`config.mk`:
```
export PLATFORM = sky130hd
export DESIGN_NAME = axi_rd_arbiter_flat
export DESIGN_NICKNAME = d
export VERILOG_FILES = /design/src/rtl/axi_arb_pkg.sv /design/src/rtl/axi_rd_arbiter_if.sv /design/src/rtl/rr_arb2.sv /design/src/rtl/axi_rd_arbiter.sv /design/src/flat_wrapper.sv
export SDC_FILE = /design/constraint.sdc
export NUM_CORES = 1
export LEC_CHECK = 0
export BUFFER_PORTS_ARGS = -buffer_cell sky130_fd_sc_hd__buf_4
export CORE_AREA = 2 2 146 148
export CTS_CLUSTER_DIAMETER = 40
export DETAILED_ROUTE_END_ITERATION = 8
export DIE_AREA = 0 0 148 150
export SLEW_MARGIN = 15
export SYNTH_ARGS = -nofsm -noshare
export SYNTH_HDL_FRONTEND = slang
export SYNTH_SLANG_ARGS = --single-unit
```
`constraint.sdc`:
```
create_clock -name clk -period 2 [get_ports clk]
set_clock_uncertainty 0.1 [all_clocks]
set_input_delay 0.3 -clock clk [delete_from_list [all_inputs] [get_ports clk]]
set_output_delay 0.3 -clock clk [all_outputs]
set_load 0.03 [all_outputs]
```
`src/rtl/axi_arb_pkg.sv`:
```
// Shared types and constants for the two-requester AXI read arbiter.
package axi_arb_pkg;

   typedef enum logic [1:0] {
      IDLE = 2'd0,
      ADDR = 2'd1,
      DATA = 2'd2
   } state_t;

   localparam logic [1:0] BURST_FIXED = 2'b00;
   localparam logic [1:0] BURST_INCR  = 2'b01;
   localparam logic [1:0] BURST_WRAP  = 2'b10;

   localparam int DEF_BURST_LEN  = 8;
   localparam int DEF_DATA_WIDTH = 64;

   // AXI arsize encoding: log2 of bytes per beat.
   function automatic int beat_size(input int data_width);
      return $clog2(data_width / 8);
   endfunction

   // Number of low address bits covered by one full line fill.
   function automatic int line_shift(input int burst_len, input int data_width);
      return $clog2(burst_len * data_width / 8);
   endfunction

   localparam int DEF_LINE_SHIFT = line_shift(DEF_BURST_LEN, DEF_DATA_WIDTH);
   localparam int DEF_BEAT_SIZE  = beat_size(DEF_DATA_WIDTH);

endpackage

```
`src/rtl/axi_rd_arbiter_if.sv`:
```
// AXI read address/data channels between the arbiter and the memory side.
// Handshake: a transfer happens on a rising edge where valid and ready are
// both 1; the source holds its payload stable while valid is 1 and ready is 0.
interface axi_rd_arbiter_if #(
   parameter int ID_WIDTH   = 13,
   parameter int ADDR_WIDTH = 64,
   parameter int DATA_WIDTH = 64
);
   import axi_arb_pkg::*;

   logic [ID_WIDTH-1:0]   m_axi_arid;
   logic [ADDR_WIDTH-1:0] m_axi_araddr;
   logic [7:0]            m_axi_arlen;
   logic [2:0]            m_axi_arsize;
   logic [1:0]            m_axi_arburst;
   logic                  m_axi_arvalid;
   logic                  m_axi_arready;
   logic [ID_WIDTH-1:0]   m_axi_rid;
   logic [DATA_WIDTH-1:0] m_axi_rdata;
   logic [1:0]            m_axi_rresp;
   logic                  m_axi_rlast;
   logic                  m_axi_rvalid;
   logic                  m_axi_rready;
   state_t                arb_state;   // arbiter FSM state, for debug/checkers

   modport master (
      output m_axi_arid, m_axi_araddr, m_axi_arlen, m_axi_arsize, m_axi_arburst,
             m_axi_arvalid, m_axi_rready, arb_state,
      input  m_axi_arready, m_axi_rid, m_axi_rdata, m_axi_rresp, m_axi_rlast,
             m_axi_rvalid
   );

   modport slave (
      input  m_axi_arid, m_axi_araddr, m_axi_arlen, m_axi_arsize, m_axi_arburst,
             m_axi_arvalid, m_axi_rready, arb_state,
      output m_axi_arready, m_axi_rid, m_axi_rdata, m_axi_rresp, m_axi_rlast,
             m_axi_rvalid
   );

endinterface

```
`src/rtl/rr_arb2.sv`:
```
// Two-way round-robin grant: a lone request wins outright, a conflict goes to
// the requester that was not granted last.
module rr_arb2 (
   input  logic [1:0] req,
   input  logic       last,
   output logic [1:0] gnt
);

   // One-hot grant from the request vector and the last-granted pointer.
   always_comb begin
      gnt = 2'b00;
      case (req)
         2'b01:   gnt = 2'b01;
         2'b10:   gnt = 2'b10;
         2'b11:   gnt = last ? 2'b01 : 2'b10;
         default: gnt = 2'b00;
      endcase
   end

endmodule

```
`src/rtl/axi_rd_arbiter.sv`:
```
// Arbitrates instruction-fetch and data line fills onto one AXI read port,
// one burst outstanding at a time, with R beats forwarded combinationally.
module axi_rd_arbiter
   import axi_arb_pkg::*;
#(
   parameter int ID_WIDTH   = 13,
   parameter int ADDR_WIDTH = 64,
   parameter int DATA_WIDTH = 64,
   parameter int BURST_LEN  = 8
) (
   input  logic                  clk,
   input  logic                  reset_n,
   input  logic [1:0]            req_valid,
   input  logic [ADDR_WIDTH-1:0] req0_addr,
   input  logic [ADDR_WIDTH-1:0] req1_addr,
   output logic [1:0]            req_ready,
   output logic [1:0]            resp_valid,
   output logic [DATA_WIDTH-1:0] resp_data,
   output logic                  resp_last,
   output logic                  resp_err,
   axi_rd_arbiter_if.master      m_axi
);

   localparam int SHIFT = line_shift(BURST_LEN, DATA_WIDTH);
   localparam int SIZE  = beat_size(DATA_WIDTH);
   localparam int CNT_W = (BURST_LEN > 1) ? $clog2(BURST_LEN) : 1;
   localparam logic [CNT_W-1:0] CNT_LAST = CNT_W'(BURST_LEN - 1);
   localparam logic [ADDR_WIDTH-1:0] LINE_MASK =
      ~((ADDR_WIDTH'(1) << SHIFT) - ADDR_WIDTH'(1));

   state_t                state, nxt;
   logic                  g_q;       // requester owning the current burst
   logic                  last_q;    // requester granted most recently
   logic [ADDR_WIDTH-1:0] addr_q;
   logic [CNT_W-1:0]      cnt_q;
   logic [1:0]            gnt;
   logic [ID_WIDTH-1:0]   cur_id;
   logic                  cnt_end;
   logic                  arvalid;
   logic                  rready;

   rr_arb2 u_rr (
      .req  (req_valid),
      .last (last_q),
      .gnt  (gnt)
   );

   assign cur_id  = ID_WIDTH'(g_q);
   assign cnt_end = (cnt_q == CNT_LAST);

   assign m_axi.m_axi_arid    = cur_id;
   assign m_axi.m_axi_araddr  = addr_q;
   assign m_axi.m_axi_arlen   = 8'(BURST_LEN - 1);
   assign m_axi.m_axi_arsize  = 3'(SIZE);
   assign m_axi.m_axi_arburst = BURST_INCR;
   assign m_axi.m_axi_arvalid = arvalid;
   assign m_axi.m_axi_rready  = rready;
   assign m_axi.arb_state     = state;
   assign resp_data           = m_axi.m_axi_rdata;

   // Next state plus grant, AR valid and R forwarding. Reset gates the grant
   // so req_ready is 0 while reset_n is held low. The burst ends on rlast or
   // on the last counted beat, whichever comes first; disagreement is an error.
   always_comb begin
      nxt        = state;
      req_ready  = 2'b00;
      resp_valid = 2'b00;
      resp_last  = 1'b0;
      resp_err   = 1'b0;
      arvalid    = 1'b0;
      rready     = 1'b0;
      case (state)
         IDLE: begin
            if (reset_n && (req_valid != 2'b00)) begin
               req_ready = gnt;
               nxt       = ADDR;
            end
         end
         ADDR: begin
            arvalid = 1'b1;
            if (m_axi.m_axi_arready) nxt = DATA;
         end
         DATA: begin
            rready = 1'b1;
            if (m_axi.m_axi_rvalid) begin
               resp_valid[g_q] = 1'b1;
               resp_last = m_axi.m_axi_rlast | cnt_end;
               resp_err  = (m_axi.m_axi_rresp != 2'b00) |
                           (m_axi.m_axi_rid != cur_id) |
                           (m_axi.m_axi_rlast != cnt_end);
               if (resp_last) nxt = IDLE;
            end
         end
         default: nxt = IDLE;
      endcase
   end

   // FSM state register.
   always_ff @(posedge clk or negedge reset_n) begin
      if (!reset_n) state <= IDLE;
      else          state <= nxt;
   end

   // Grant latch, line address, beat counter and round-robin pointer.
   always_ff @(posedge clk or negedge reset_n) begin
      if (!reset_n) begin
         g_q    <= 1'b0;
         last_q <= 1'b1;
         addr_q <= '0;
         cnt_q  <= '0;
      end else begin
         if (state == IDLE && nxt == ADDR) begin
            g_q    <= gnt[1];
            addr_q <= (gnt[1] ? req1_addr : req0_addr) & LINE_MASK;
         end
         if (state == ADDR && nxt == DATA)
            cnt_q <= '0;
         else if (state == DATA && m_axi.m_axi_rvalid)
            cnt_q <= cnt_q + CNT_W'(1);
         if (state == DATA && nxt == IDLE)
            last_q <= g_q;
      end
   end

endmodule

```
`src/flat_wrapper.sv`:
```
// flat-port wrapper written by rule: the top's interface ports become plain ports
module axi_rd_arbiter_flat import axi_arb_pkg::*;
#(
   parameter int ID_WIDTH   = 13,
   parameter int ADDR_WIDTH = 64,
   parameter int DATA_WIDTH = 64,
   parameter int BURST_LEN  = 8
)
  (clk, reset_n, req_valid, req0_addr, req1_addr, req_ready, resp_valid, resp_data, resp_last, resp_err, m_axi_m_axi_arid, m_axi_m_axi_araddr, m_axi_m_axi_arlen, m_axi_m_axi_arsize, m_axi_m_axi_arburst, m_axi_m_axi_arvalid, m_axi_m_axi_rready, m_axi_arb_state, m_axi_m_axi_arready, m_axi_m_axi_rid, m_axi_m_axi_rdata, m_axi_m_axi_rresp, m_axi_m_axi_rlast, m_axi_m_axi_rvalid);
  axi_rd_arbiter_if #(.ID_WIDTH(ID_WIDTH), .ADDR_WIDTH(ADDR_WIDTH), .DATA_WIDTH(DATA_WIDTH)) m_axi_i ();
  input  logic clk;
  input  logic reset_n;
  input  logic [1:0] req_valid;
  input  logic [ADDR_WIDTH-1:0] req0_addr;
  input  logic [ADDR_WIDTH-1:0] req1_addr;
  output logic [1:0] req_ready;
  output logic [1:0] resp_valid;
  output logic [DATA_WIDTH-1:0] resp_data;
  output logic resp_last;
  output logic resp_err;
  output wire logic [$bits(m_axi_i.m_axi_arid)-1:0] m_axi_m_axi_arid;
  output wire logic [$bits(m_axi_i.m_axi_araddr)-1:0] m_axi_m_axi_araddr;
  output wire logic [$bits(m_axi_i.m_axi_arlen)-1:0] m_axi_m_axi_arlen;
  output wire logic [$bits(m_axi_i.m_axi_arsize)-1:0] m_axi_m_axi_arsize;
  output wire logic [$bits(m_axi_i.m_axi_arburst)-1:0] m_axi_m_axi_arburst;
  output wire logic [$bits(m_axi_i.m_axi_arvalid)-1:0] m_axi_m_axi_arvalid;
  output wire logic [$bits(m_axi_i.m_axi_rready)-1:0] m_axi_m_axi_rready;
  output wire logic [$bits(m_axi_i.arb_state)-1:0] m_axi_arb_state;
  input wire logic [$bits(m_axi_i.m_axi_arready)-1:0] m_axi_m_axi_arready;
  input wire logic [$bits(m_axi_i.m_axi_rid)-1:0] m_axi_m_axi_rid;
  input wire logic [$bits(m_axi_i.m_axi_rdata)-1:0] m_axi_m_axi_rdata;
  input wire logic [$bits(m_axi_i.m_axi_rresp)-1:0] m_axi_m_axi_rresp;
  input wire logic [$bits(m_axi_i.m_axi_rlast)-1:0] m_axi_m_axi_rlast;
  input wire logic [$bits(m_axi_i.m_axi_rvalid)-1:0] m_axi_m_axi_rvalid;
  assign m_axi_m_axi_arid = m_axi_i.m_axi_arid;
  assign m_axi_m_axi_araddr = m_axi_i.m_axi_araddr;
  assign m_axi_m_axi_arlen = m_axi_i.m_axi_arlen;
  assign m_axi_m_axi_arsize = m_axi_i.m_axi_arsize;
  assign m_axi_m_axi_arburst = m_axi_i.m_axi_arburst;
  assign m_axi_m_axi_arvalid = m_axi_i.m_axi_arvalid;
  assign m_axi_m_axi_rready = m_axi_i.m_axi_rready;
  assign m_axi_arb_state = m_axi_i.arb_state;
  assign m_axi_i.m_axi_arready = m_axi_m_axi_arready;
  assign m_axi_i.m_axi_rid = m_axi_m_axi_rid;
  assign m_axi_i.m_axi_rdata = m_axi_m_axi_rdata;
  assign m_axi_i.m_axi_rresp = m_axi_m_axi_rresp;
  assign m_axi_i.m_axi_rlast = m_axi_m_axi_rlast;
  assign m_axi_i.m_axi_rvalid = m_axi_m_axi_rvalid;
  axi_rd_arbiter #(.ID_WIDTH(ID_WIDTH), .ADDR_WIDTH(ADDR_WIDTH), .DATA_WIDTH(DATA_WIDTH), .BURST_LEN(BURST_LEN)) u_core (.clk(clk), .reset_n(reset_n), .req_valid(req_valid), .req0_addr(req0_addr), .req1_addr(req1_addr), .req_ready(req_ready), .resp_valid(resp_valid), .resp_data(resp_data), .resp_last(resp_last), .resp_err(resp_err), .m_axi(m_axi_i));
endmodule
```
=== Yosys cells after proc, flatten, opt, wreduce, memory -nomap -nowiden ===
Index checks and enable logic that the tools add are counted.

* Input bits: 214
* Flip-flop bits (word level): 65
* Word-level logic and storage cells: 54

* $add $sub $neg: 1
* Bitwise operators: 3
* Multiplexer cells: 22
* Eq/ne operators: 10
* Magnitude comparators: 2
* Reductions and logical operators: 11

{| class="wikitable"
|+ Operators with widths
! operator !! number
|-
| $mux 64 || 1
|-
| $mux 2 || 9
|-
| $ne 13x1->1 || 1
|-
| $pmux 2 s3 || 2
|-
| $eq 2x2->1 const B || 4
|-
| $mux 1 || 7
|-
| $eq 2x1->1 const B || 3
|-
| $logic_and 1x1->1 || 6
|-
| $mux 3 || 2
|-
| $reduce_bool 2->1 || 3
|-
| $logic_not 2->1 || 2
|-
| $add 3x1->3 const B || 1
|-
| $eq 3x3->1 const B || 1
|-
| $or 1x1->1 || 3
|-
| $lt 1x2->1 const B || 1
|-
| $demux 1 s1 || 1
|-
| $ge 1x1->1 const B || 1
|-
| $ne 1x1->1 || 1
|}

=== Longest topological paths before layout ===
* Depth after elaboration: 8
* Depth in mapped cells: 7

=== Modules after synthesis ===
Synthesis repeated with hierarchy kept, for this count alone.

* Cell total of the unflattened synthesis: 330
* Area, all modules: 4032.6 µm²

{| class="wikitable"
|+ Modules (own cells, without submodules)
! module !! seq. area each (µm²) !! cells each !! area an instance (µm²) !! times used
|-
| axi_rd_arbiter || 1627.8 || 327 || 4013.8 || 1
|-
| rr_arb2 || 0.0 || 3 || 18.8 || 1
|}

=== Least setup slack after synthesis ===
OpenSTA, ideal clock, no wires.

* Path type: register to output
* Start: reg u_core.state[1], in the netlist u_core.m_axi.arb_state[1]
* End: out req_ready[0]
* Arrival time: 1655 ps
* Path buffers: 1
* Cell stages (with the launch flop): 4
* Setup slack: -55 ps
* Required time: 1600 ps
* Cell sequence: dfrtp_1 -> nor4b_4 -> buf_6 -> and3_1

* Cells in the longest elaborated chain, start to end: 2

{| class="wikitable"
|+ Ends and longest elaborated chain
! item !! line !! source
|-
| start, declared || axi_rd_arbiter.sv:31 || <nowiki>state_t state, nxt;</nowiki>
|-
| start signal, assigned || axi_rd_arbiter.sv:101 || <nowiki>else state <= nxt;</nowiki>
|-
| $logic_not 2->1 || axi_rd_arbiter.sv:72 || <nowiki>case (state)</nowiki>
|-
| $mux 2 || axi_rd_arbiter.sv:72 ||
|-
| end, declared || flat_wrapper.sv:16 || <nowiki>output logic [1:0] req_ready;</nowiki>
|}

No other way between the ends.

=== Worst setup path in the final report ===
* Start: reg u_core.cnt_q[1]
* End: out resp_err

* Cells in the longest elaborated chain, start to end: 5

{| class="wikitable"
|+ Ends and longest elaborated chain
! item !! line !! source
|-
| start, declared || axi_rd_arbiter.sv:35 || <nowiki>logic [CNT_W-1:0] cnt_q;</nowiki>
|-
| start signal, assigned || axi_rd_arbiter.sv:119 || <nowiki>cnt_q <= cnt_q + CNT_W'(1);</nowiki>
|-
| $eq 3x3->1 || axi_rd_arbiter.sv:49 || <nowiki>assign cnt_end = (cnt_q == CNT_LAST);</nowiki>
|-
| $ne 1x1->1 || axi_rd_arbiter.sv:90 || <nowiki>(m_axi.m_axi_rlast != cnt_end);</nowiki>
|-
| $or 1x1->1 || axi_rd_arbiter.sv:89 || <nowiki>(m_axi.m_axi_rid != cur_id) |</nowiki>
|-
| $mux 1 || axi_rd_arbiter.sv:85 || <nowiki>if (m_axi.m_axi_rvalid) begin</nowiki>
|-
| $mux 1 || axi_rd_arbiter.sv:72 ||
|-
| end, declared || flat_wrapper.sv:20 || <nowiki>output logic resp_err;</nowiki>
|}

No other way between the ends.

==> summary.md <==
| Metric | Value |
|---|---|
| Pin count of the biggest net entering global routing | 66 |
| Final period util | 113% |
| DRT antenna net count | 0 |
| Number of fillers in the final layout | 2205 |
| Die area | 0.0222 mm^2 |
| Antenna diode count | 0 |
| Worst hold margin | approximately 0.094 ns |
| Max-slew violations | 0 |
| Gr usage total | between 9 and 10% |
| CP required | roughly 1.6 ns |
| Clock sink total | 65 |
| Syn Inst Count | roughly 330 |
| Initial antenna violation count | 0 |
| Syn avg cell area | around 12 um^2 |
| Number of global-route vias before repair | approximately 2900 |
| Worst-Skew Late Latency | 0.34 ns |
| Internal power | roughly 5000 uW |
| Max transition margin | slightly above 40% |
| WL final | between 10 and 15 mm |
| Die W | 148 um |
| Net Sw Power | 3370 uW |
| Nets@finish | a little over 700 |
| Share of cells above drive strength 1 | 74.8% |
| Sequential Power Share | around 28% |
| Area leader, netlist | dfrtp_1 |
| Starting Density | between 10% and 20% |
| R2r endpoint | u_core.m_axi.m_axi_araddr[32] |
| Drc violations | 0 |
| Synth warn | 0 |
| Fin. Hold Viols | 0 |
| Total gr overflow | 0 |
| DR iter-0 viols | 40 |
| Worst Path Class, Setup | register to output pin |
| Area of the multi-input gates | 0.00173 mm^2 |
| Sw Share | between 40% and 50% |
| Commonest cells in the synthesized netlist | 113 x mux2_2, 96 x buf_4, 64 x dfrtp_1 |
| CTS tree | yes |
| Ratio of total power to cell area | between 1000 and 1500 mW/mm^2 |
| Peak fanout along the critical path | 2 |
| TritonCTS buffer count | 9 |
| Startpoint types | register |
| Dominant cells by area after synthesis | dfrtp_1 40%, mux2_2 32%, buf_4 18% |
| Ys async rst share | 100% |
| Die height | approximately 150 um |
| Reg2reg setup slack | 0.13 ns |
| Clock power frac | 19.4% |
| Post-synth top flop | dfrtp_1 |
| Logic gate share of total power | a little over half |
| Slew @ Worst Pin | 0.884 ns |
| Place WS | 0.0222 ns |
| EDFF count, synth | 0 |
| CP arrival | ~1.9 ns |
| Worst Setup EP | resp_err |
| H-tree levels | 3 |
| Netlist Area Pre-Place | ~0.0040 mm^2 |
| Root buffer cell | clkbuf_16 |
| Yosys reg bits | 65 |
| Hpwl dp | between 9 and 10 mm |
| R2R depth | 5 |
| Clk slew on worst S/H paths | about 0.050 ns |
| I/O Pins | 378 |
| Max_cap viols | 0 |
| Count leader, synth | mux2_2 |
| Core area | 0.0207 mm^2 |
| Seq/Total Area, Yosys | slightly above 40% |
| Outcome | finished with violations |
| Worst min path class | input port to async pin |
| FF/Latch Area | between 0.0015 and 0.002 mm^2 |
| Pleak | between 0.002 and 0.003 uW |
| Failing checks | setup timing |
| Row count | 53 |
| Port buffer count | around 210 |
| Top cell type's share of synthesized area | between 30 and 40% |
| Vias per std cell | roughly 3.8 |
| Netlist cell types | 25 |
| CP Capture Type | output pin |
| Longest Clk Path Bufs | 2 |
| GPL Wtd Cong | 0.749 |
| DR pass1 iterations | 4 |
| Worst setup startpoint | u_core.cnt_q[1] |
| Final worst slack | -0.255 ns |
| RSZ-0062 raised after global routing | yes |
| Peak VDD IR | roughly 640 uV |
| First-pass GRT wire length | 16.1 mm |
| Setup Viol. Count Final | 1 |
| Min cycle time layout | around 2.3 ns |
| Highest clock rate | around 0.44 GHz |
| WL/cell | roughly 15 um |
| Via count | a little under 3000 |
| Area growth, synth to finish | 44.4% |
| Crit Reg-Reg Startpoint | u_core.m_axi.arb_state[0] |
==> area by class of cell <==
| cell class | instances | area share (%) |
|---|---|---|
| flip-flops and latches | 65 | 28.0 |
| well taps | 275 | 5.91 |
| clock inverters | 6 | 1.12 |
| multi-input cells | 181 | 29.7 |
| repair buffers | 231 | 30.9 |
| clock buffers | 10 | 4.10 |
| inverters | 3 | 0.193 |
==> per-layer routing <==
metal,GRT usage (%),share of wire (%),vias to the layer above
li1,-,-,1324
met1,9.94,35,1354
met2,17.2,51,190
met3,4.82,12,26
met4,4.38,2.7,0
met5,0,0,-
==> critical path, stage by stage (launching register included) <==
cell and delay [ns]:
dfrtp_1 0.38, ha_2 0.20, ha_4 0.16, inv_2 0.05, ha_4 0.19, nor3_2 0.13, and3_1 0.17, a31oi_1 0.08
buf_4 0.17
==> worst min-delay path by stage <==
stage / startpoint / endpoint / slack [ns] / cells past startpoint
final: reset_n / u_core.m_axi.m_axi_araddr[46] / 0.09 / 2
after detailed placement: u_core.m_axi.m_axi_araddr[18] / u_core.m_axi.m_axi_araddr[18] / 0.38 / 1
after global placement: u_core.m_axi.m_axi_araddr[20] / u_core.m_axi.m_axi_araddr[20] / 0.37 / 1
after CTS: m_axi_m_axi_arready / u_core.m_axi.arb_state[0] / 0.13 / 3
after floorplan: reset_n / u_core.cnt_q[0] / -0.1 / 0
after global routing: m_axi_m_axi_arready / u_core.m_axi.arb_state[0] / 0.15 / 3
==> what timing repair did <==
action	in CTS	in global routing
cloned	1	0
setup buffers	7	2
resized for setup	4	6
hold buffers	0	0
endpoints found under the setup margin	4	4
pin swaps	3	7
==> metrics by stage <==
step | total power, uW | setup TNS (ns) | cells | util (%) | area [um^2]
after floorplan | 5300 | 0 | 357 | - | 4140
final | 8410 | -0.255 | 771 | 28.1 | 5820
after global placement | 6690 | 0 | 745 | 26.0 | 5380
after global routing | 8880 | -0.429 | 771 | 28.1 | 5820
after CTS | 8550 | -0.330 | 769 | 27.9 | 5780
after detailed placement | 6720 | 0 | 745 | 26.0 | 5380
==> cell families (layout without fill, tap and decap cells) <==
family / count (synthesis) / in the layout / synth area share, %
muxes: 120 / 120 / 33.5
buffers and inverters: 111 / 250 / 20.6
DFF: 65 / 65 / 40.4
and+or+nand+nor: 21 / 21 / 3.32
AOI/OAI and AO/OA: 4 / 4 / 0.714
adders and majority gates: 3 / 3 / 0.931
other: 2 / 31 / 0.186
xor gates and xnor gates: 2 / 2 / 0.435
==> flip-flops by register name (all words and copies together) (netlist names) <==
register                   flops
u_core.cnt_q                   3
u_core.m_axi.arb_state         2
u_core.g_q                     1
u_core.m_axi.m_axi_araddr     58
u_core.last_q                  1
==> power groups by stage <==
stage                     logic (uW)  clock network [uW]  registers, uW
after floorplan                 1710                   0           3590
after global placement          4320                   0           2370
after detailed placement        4330                   0           2390
after CTS                       4460                1720           2380
after global routing            4650                1770           2460
final                           4420                1630           2360
==> cell usage in the layout, fill, tap and decap left out, types with 3 or more instances in the layout <==
master and instances:
buf_12 3, buf_4 226, clkbuf_16 9, conb_1 31, dfrtp_1 62, mux2_1 5, mux2_2 113, nor2_1 6
nor4_1 3
Power figures use the tool's default switching activity.
